`config.mk`:
```
export PLATFORM = sky130hd
export DESIGN_NAME = multicycle_core
export DESIGN_NICKNAME = d
export VERILOG_FILES = /design/src/rtl/multicycle_core.sv
export SDC_FILE = /design/constraint.sdc
export NUM_CORES = 2
export LEC_CHECK = 0
export ABC_AREA = 0
export CAP_MARGIN = 20
export CORE_MARGIN = 3
export CORE_UTILIZATION = 64
export DETAILED_ROUTE_END_ITERATION = 7
export HOLD_SLACK_MARGIN = 0.02
export PLACE_DENSITY = 0.81
export SETUP_SLACK_MARGIN = 0.15
export SLEW_MARGIN = 20
export SYNTH_ARGS = -nofsm -noshare
export SYNTH_HDL_FRONTEND = slang
export SYNTH_SLANG_ARGS = --single-unit
```
`constraint.sdc`:
```
create_clock -name clk -period 6.3 [get_ports clk]
set_clock_uncertainty 0.2 [all_clocks]
set_input_delay 1.26 -clock clk [delete_from_list [all_inputs] [get_ports clk]]
set_output_delay 1.26 -clock clk [all_outputs]
set_load 0.02 [all_outputs]
```
`src/rtl/multicycle_core.sv`:
```
// Multi-cycle datapath: loadable imem, 32-entry register file, dmem,
// and a FETCH/DECODE/EXEC/MEM/WB sequencer that runs until HALT_WORD.
module multicycle_core #(
  parameter int          DATA_W     = 32,
  parameter int          IMEM_DEPTH = 16,
  parameter int          DMEM_DEPTH = 16,
  parameter logic [31:0] HALT_WORD  = 32'hFFFF_FFFF,
  localparam int         IA_W       = $clog2(IMEM_DEPTH),
  localparam int         DA_W       = $clog2(DMEM_DEPTH)
) (
  input  logic              clk,
  input  logic              rst,
  input  logic              start,
  output logic              busy,
  output logic              done,
  input  logic              prog_we,
  input  logic [IA_W-1:0]   prog_addr,
  input  logic [31:0]       prog_data,
  input  logic [4:0]        probe_addr,
  output logic [DATA_W-1:0] probe_data,
  output logic [IA_W-1:0]   pc,
  output logic [DATA_W-1:0] alu_result,
  output logic [15:0]       instr_count
);

  typedef enum logic [2:0] {
    S_IDLE,
    S_FETCH,
    S_DECODE,
    S_EXEC,
    S_MEM,
    S_WB,
    S_DONE
  } state_t;

  state_t state;

  logic [31:0]       imem [IMEM_DEPTH];
  logic [DATA_W-1:0] rf   [32];
  logic [DATA_W-1:0] dmem [DMEM_DEPTH];

  logic [31:0]       ir;
  logic [DATA_W-1:0] a;
  logic [DATA_W-1:0] b;
  logic [DATA_W-1:0] alu_out;
  logic [DATA_W-1:0] mdr;

  logic              reg_dst;
  logic              alu_src;
  logic [2:0]        alu_ctl;
  logic              mem_to_reg;
  logic [4:0]        rs;
  logic [4:0]        rt;
  logic [4:0]        rd;
  logic signed [15:0] imm16;
  logic [DATA_W-1:0] imm_ext;
  logic [DATA_W-1:0] opb;
  logic [DATA_W-1:0] alu_y;
  logic              is_store;
  logic              is_load;
  logic [4:0]        dest;
  logic [DATA_W-1:0] wb_data;
  logic [DA_W-1:0]   daddr;

  assign reg_dst    = ir[31];
  assign alu_src    = ir[30];
  assign alu_ctl    = ir[29:27];
  assign mem_to_reg = ir[26];
  assign rs         = ir[25:21];
  assign rt         = ir[20:16];
  assign rd         = ir[15:11];
  assign imm16      = ir[15:0];
  assign imm_ext    = DATA_W'(imm16);

  assign is_store = reg_dst & alu_src;
  assign is_load  = ~reg_dst & alu_src & mem_to_reg;
  assign opb      = alu_src ? imm_ext : b;
  assign dest     = reg_dst ? rd : rt;
  assign wb_data  = is_load ? mdr : alu_out;
  assign daddr    = alu_out[DA_W-1:0];

  assign probe_data = rf[probe_addr];
  assign alu_result = alu_out;

  always_comb begin
    alu_y = '0;
    unique case (alu_ctl)
      3'b000: alu_y = a & opb;
      3'b001: alu_y = a | opb;
      3'b010: alu_y = a + opb;
      3'b011: alu_y = a ^ opb;
      3'b100: alu_y = a << opb[4:0];
      3'b101: alu_y = a >> opb[4:0];
      3'b110: alu_y = a - opb;
      3'b111: alu_y = ($signed(a) < $signed(opb))
                      ? DATA_W'(1) : '0;
    endcase
  end

  // Program memory survives reset; busy fences off writes while running.
  always_ff @(posedge clk) begin
    if (prog_we && !busy)
      imem[prog_addr] <= prog_data;
  end

  always_ff @(posedge clk or negedge rst) begin
    if (!rst) begin
      state       <= S_IDLE;
      pc          <= '0;
      ir          <= '0;
      a           <= '0;
      b           <= '0;
      alu_out     <= '0;
      mdr         <= '0;
      instr_count <= '0;
      busy        <= 1'b0;
      done        <= 1'b0;
      for (int i = 0; i < 32; i++)
        rf[i] <= '0;
      for (int i = 0; i < DMEM_DEPTH; i++)
        dmem[i] <= '0;
    end else begin
      unique case (state)
        S_IDLE, S_DONE: begin
          if (start) begin
            state       <= S_FETCH;
            pc          <= '0;
            instr_count <= '0;
            busy        <= 1'b1;
            done        <= 1'b0;
          end
        end
        S_FETCH: begin
          ir    <= imem[pc];
          pc    <= pc + 1'b1;
          state <= S_DECODE;
        end
        S_DECODE: begin
          a <= rf[rs];
          b <= rf[rt];
          if (ir == HALT_WORD) begin
            state <= S_DONE;
            busy  <= 1'b0;
            done  <= 1'b1;
          end else begin
            state <= S_EXEC;
          end
        end
        S_EXEC: begin
          alu_out <= alu_y;
          state   <= (is_load || is_store) ? S_MEM : S_WB;
        end
        S_MEM: begin
          if (is_store) begin
            dmem[daddr] <= b;
            if (instr_count != 16'hFFFF)
              instr_count <= instr_count + 16'd1;
            state <= S_FETCH;
          end else begin
            mdr   <= dmem[daddr];
            state <= S_WB;
          end
        end
        S_WB: begin
          if (dest != 5'd0)
            rf[dest] <= wb_data;
          if (instr_count != 16'hFFFF)
            instr_count <= instr_count + 16'd1;
          state <= S_FETCH;
        end
        default: state <= S_IDLE;
      endcase
    end
  end

endmodule

```
==> flow_summary_export.csv <==
group,metric,value,unit
status,status,"finished with violations",
status,violations,"DRC",
timing,fin_ws,0.729,ns
placed_design,post-place-ws,0.821,ns
floorplanning,core_area,0.182,sq mm
global_route,grt-ovfl-total,0,
finish,syn_to_final_growth,10.0,%
timing,relSlewSlack,16.1,%
critical_path,rr_worst_depth,13,
yosys,synth_fp_nets,9188,
routing,postRouteAntennaNets,0,
routing,routed.top_layer,"met5",
yosys,synth-seq-cells,2233,
pwr,p_int,37.0,mW
routing,wl,382000,microns
clock_network,cts_buffers,219,
finish,fin_nets,8902,
pwr,pwr-share-seq,34.7,%
timing,timing.fmax,179,MHz
routing,wl_met1,131000,microns
pwr,switchingPower,27.2,mW
yosys,synth_top_flop_cell,"dfrtp_1",
yosys,synth_top_area_share,36.6,%
clock_network,insertion_delay,0.91,ns
yosys,ys_top_cells_by_area,"dfrtp_1 (37%), mux4_2 (23%), edfxtp_1 (13%), mux2_2 (5.5%), o21ai_0 (3.1%)",
yosys,ys_seq_area_share,49.6,%
pwr,leakage,53.0,nW
placed_design,gp_congestion,1.04,
routing,vias,85200,
critical_path,worstPathArrival,4.11,ns
yosys,yosysWarnings,0,
clock_network,cts.path.max_buffers,3,
clock_network,cts_tree,"yes",
pwr,power_density,495,mW/mm^2
timing,grt_setup_unrepaired,"no",
timing,holdWs,0.185,ns
yosys,synth_edf_count,512,
floorplanning,die_y,435,microns
yosys,synth_cell_types,94,
routing,wl_met3,50500,microns
floorplanning,num_io_pins,131,
pwr,ir_worst_vdd,0.374,mV
timing,setup_viol_count_final,0,
yosys,synthCells,9037,
critical_path,r2r_slack,1.02,ns
floorplanning,row_count,156,
timing,worst-slew-pin-transition,1.26,ns
routing,route.met2.wl,172000,microns
pwr,pwr-share-clk,21.9,%
routing,drt-initial-drc-count,13100,
min_path,hold_path_class,"input pin to async pin",
job,drv_cap,0,
placed_design,numPortBuffers,130,
pwr,p_comb_share,43.4,%
placed_design,hpwl,232000,microns
critical_path,startpoint_type,"input pin",
critical_path,timing.rr.start,"ir[30]",
critical_path,endpoint_kind,"output port",
clock_network,htreeDepth,4,
timing,hold_viol,0,
routing,wl_per_cell,33.5,microns
timing,tns,0,ns
routing,drcViolationCount,2,
floorplanning,start_util,64.7,%
critical_path,worst-path-max-fanout,46,
yosys,synth.top_cells.by_count,"dfrtp_1 (1721), mux4_2 (1194), nand2_1 (883)",
yosys,netlist_area,0.118,sq mm
pwr,total_power,64.2,mW
timing,slew_violations,0,
critical_path,crit_type,"input pin to output port",
critical_path,cp.required,4.84,ns
yosys,yosysTopAreaCell,"dfrtp_1",
clock_network,cts_hold_buf,0,
clock_network,cts_setup_buffers,0,
pwr,p_sw_share,42.4,%
global_route,antenna_found_initial,22,
routing,viasPerCell,7.47,
yosys,synth-async-reset-ratio,77.1,%
floorplanning,die_area,0.189,sq mm
clock_network,root_buffer,"clkbuf_16",
timing,fin_crit_sh,88.4,%
yosys,yosysMostFrequentCell,"dfrtp_1",
global_route,grt_pass1_vias,86100,
floorplanning,fp.dieW,435,microns
finish,drive_above_1_share,28.4,%
global_route,grt_max_degree,195,
global_route,track_usage,40.4,%
clock_network,cts_resized,0,
clock_network,cts.reportedPaths.clkPinSlew,0.06,ns
clock_network,clock_sinks,2233,
timing,period_minus_slack,5.57,ns
yosys,avgSynthCellArea,13.0,sq um
global_route,grt_pass1_wl,566000,microns
routing,dr.pass1.iters,8,
critical_path,r2r-end,"alu_result[31]",
cells in the final DEF (no fill, tap or decap), types with 15 or more instances in the layout:
cell / instances
nand2b_1: 17
o221ai_1: 73
mux2_2: 580
o21ai_0: 739
o211ai_1: 25
nand4_1: 18
xnor2_1: 28
clkbuf_1: 36
bufinv_16: 26
nand3_1: 25
clkbuf_8: 39
a21oi_1: 684
mux2i_2: 29
xor2_1: 15
inv_1: 95
dfrtp_1: 1702
ha_1: 104
clkdlybuf4s50_1: 122
clkinv_2: 49
buf_4: 193
buf_12: 38
nand2_1: 864
o22ai_1: 45
clkbuf_16: 220
nor2_4: 29
mux4_2: 1194
nor3_1: 29
edfxtp_1: 512
mux2i_1: 261
nor2_1: 734
a211oi_1: 25
o21bai_1: 15
a31oi_1: 33
diode_2: 16
through the flow:
| step | util, % | instances | area [sq um] |
|---|---|---|---|
| after floorplan | - | 9037 | 118000 |
| after global placement | 66.8 | 11000 | 122000 |
| after detailed placement | 66.8 | 11000 | 122000 |
| after CTS | 71.1 | 11400 | 129000 |
| after global routing | 71.2 | 11400 | 130000 |
| final | 71.2 | 11400 | 130000 |
worst max-delay path, stage by stage:
cell and delay, ns:
buf_8 0.27, buf_12 0.36, mux4_2 0.57, mux4_2 0.49
mux2_2 0.42, clkdlybuf4s50_1 0.61
power by group through the flow:
stage	Combinational, mW	Clock [mW]	Sequential [mW]
finish	27.9	14.1	22.3
CTS	26.9	14.1	22.1
detailed placement	26.7	0	22.3
floorplan	19.5	0	19.6
global route	29.3	14.7	22.5
global placement	26.2	0	22.0
cell type report:
type / instances / area [sq um]
repair buffers: 363 / 3630
fillers: 11300 / 52300
multi-input cells: 5833 / 56200
clock buffers: 295 / 6180
flip-flops and latches: 2233 / 58500
inverters: 101 / 387
clock inverters: 121 / 1610
well taps: 2449 / 3060
diodes: 16 / 40.0
kinds of logic after synthesis:
family	after synthesis	share of synthesized area, %
flops	2233	49.6
mux	2074	31.0
simple gates	1826	6.20
compound gates	1784	8.51
buf+inv	971	3.24
fa+ha+maj	106	1.14
xor+xnor	43	0.320
layer usage:
metal | vias up | track usage (%)
met5 | - | 0
met4 | 12 | 25.6
met3 | 1633 | 13.1
met2 | 6774 | 59.7
met1 | 43300 | 52.3
li1 | 33600 | -
worst max path at each step:
stage | to | cells past startpoint | startpoint
final | probe_data[21] | 6 | probe_addr[0]
after global routing | probe_data[21] | 6 | probe_addr[0]
after CTS | probe_data[1] | 6 | probe_addr[0]
after detailed placement | probe_data[23] | 6 | probe_addr[0]
after global placement | probe_data[23] | 6 | probe_addr[0]
after floorplan | probe_data[0] | 6 | probe_addr[0]
flip-flops by register name (all words and copies together) (netlist names):
signal	flops
ir	32
instr_count	16
busy	1
done	1
dmem	512
b	32
alu_result	32
mdr	32
state	3
pc	4
a	32
imem	512
rf	1024
(Power assumes the default switching activity.)
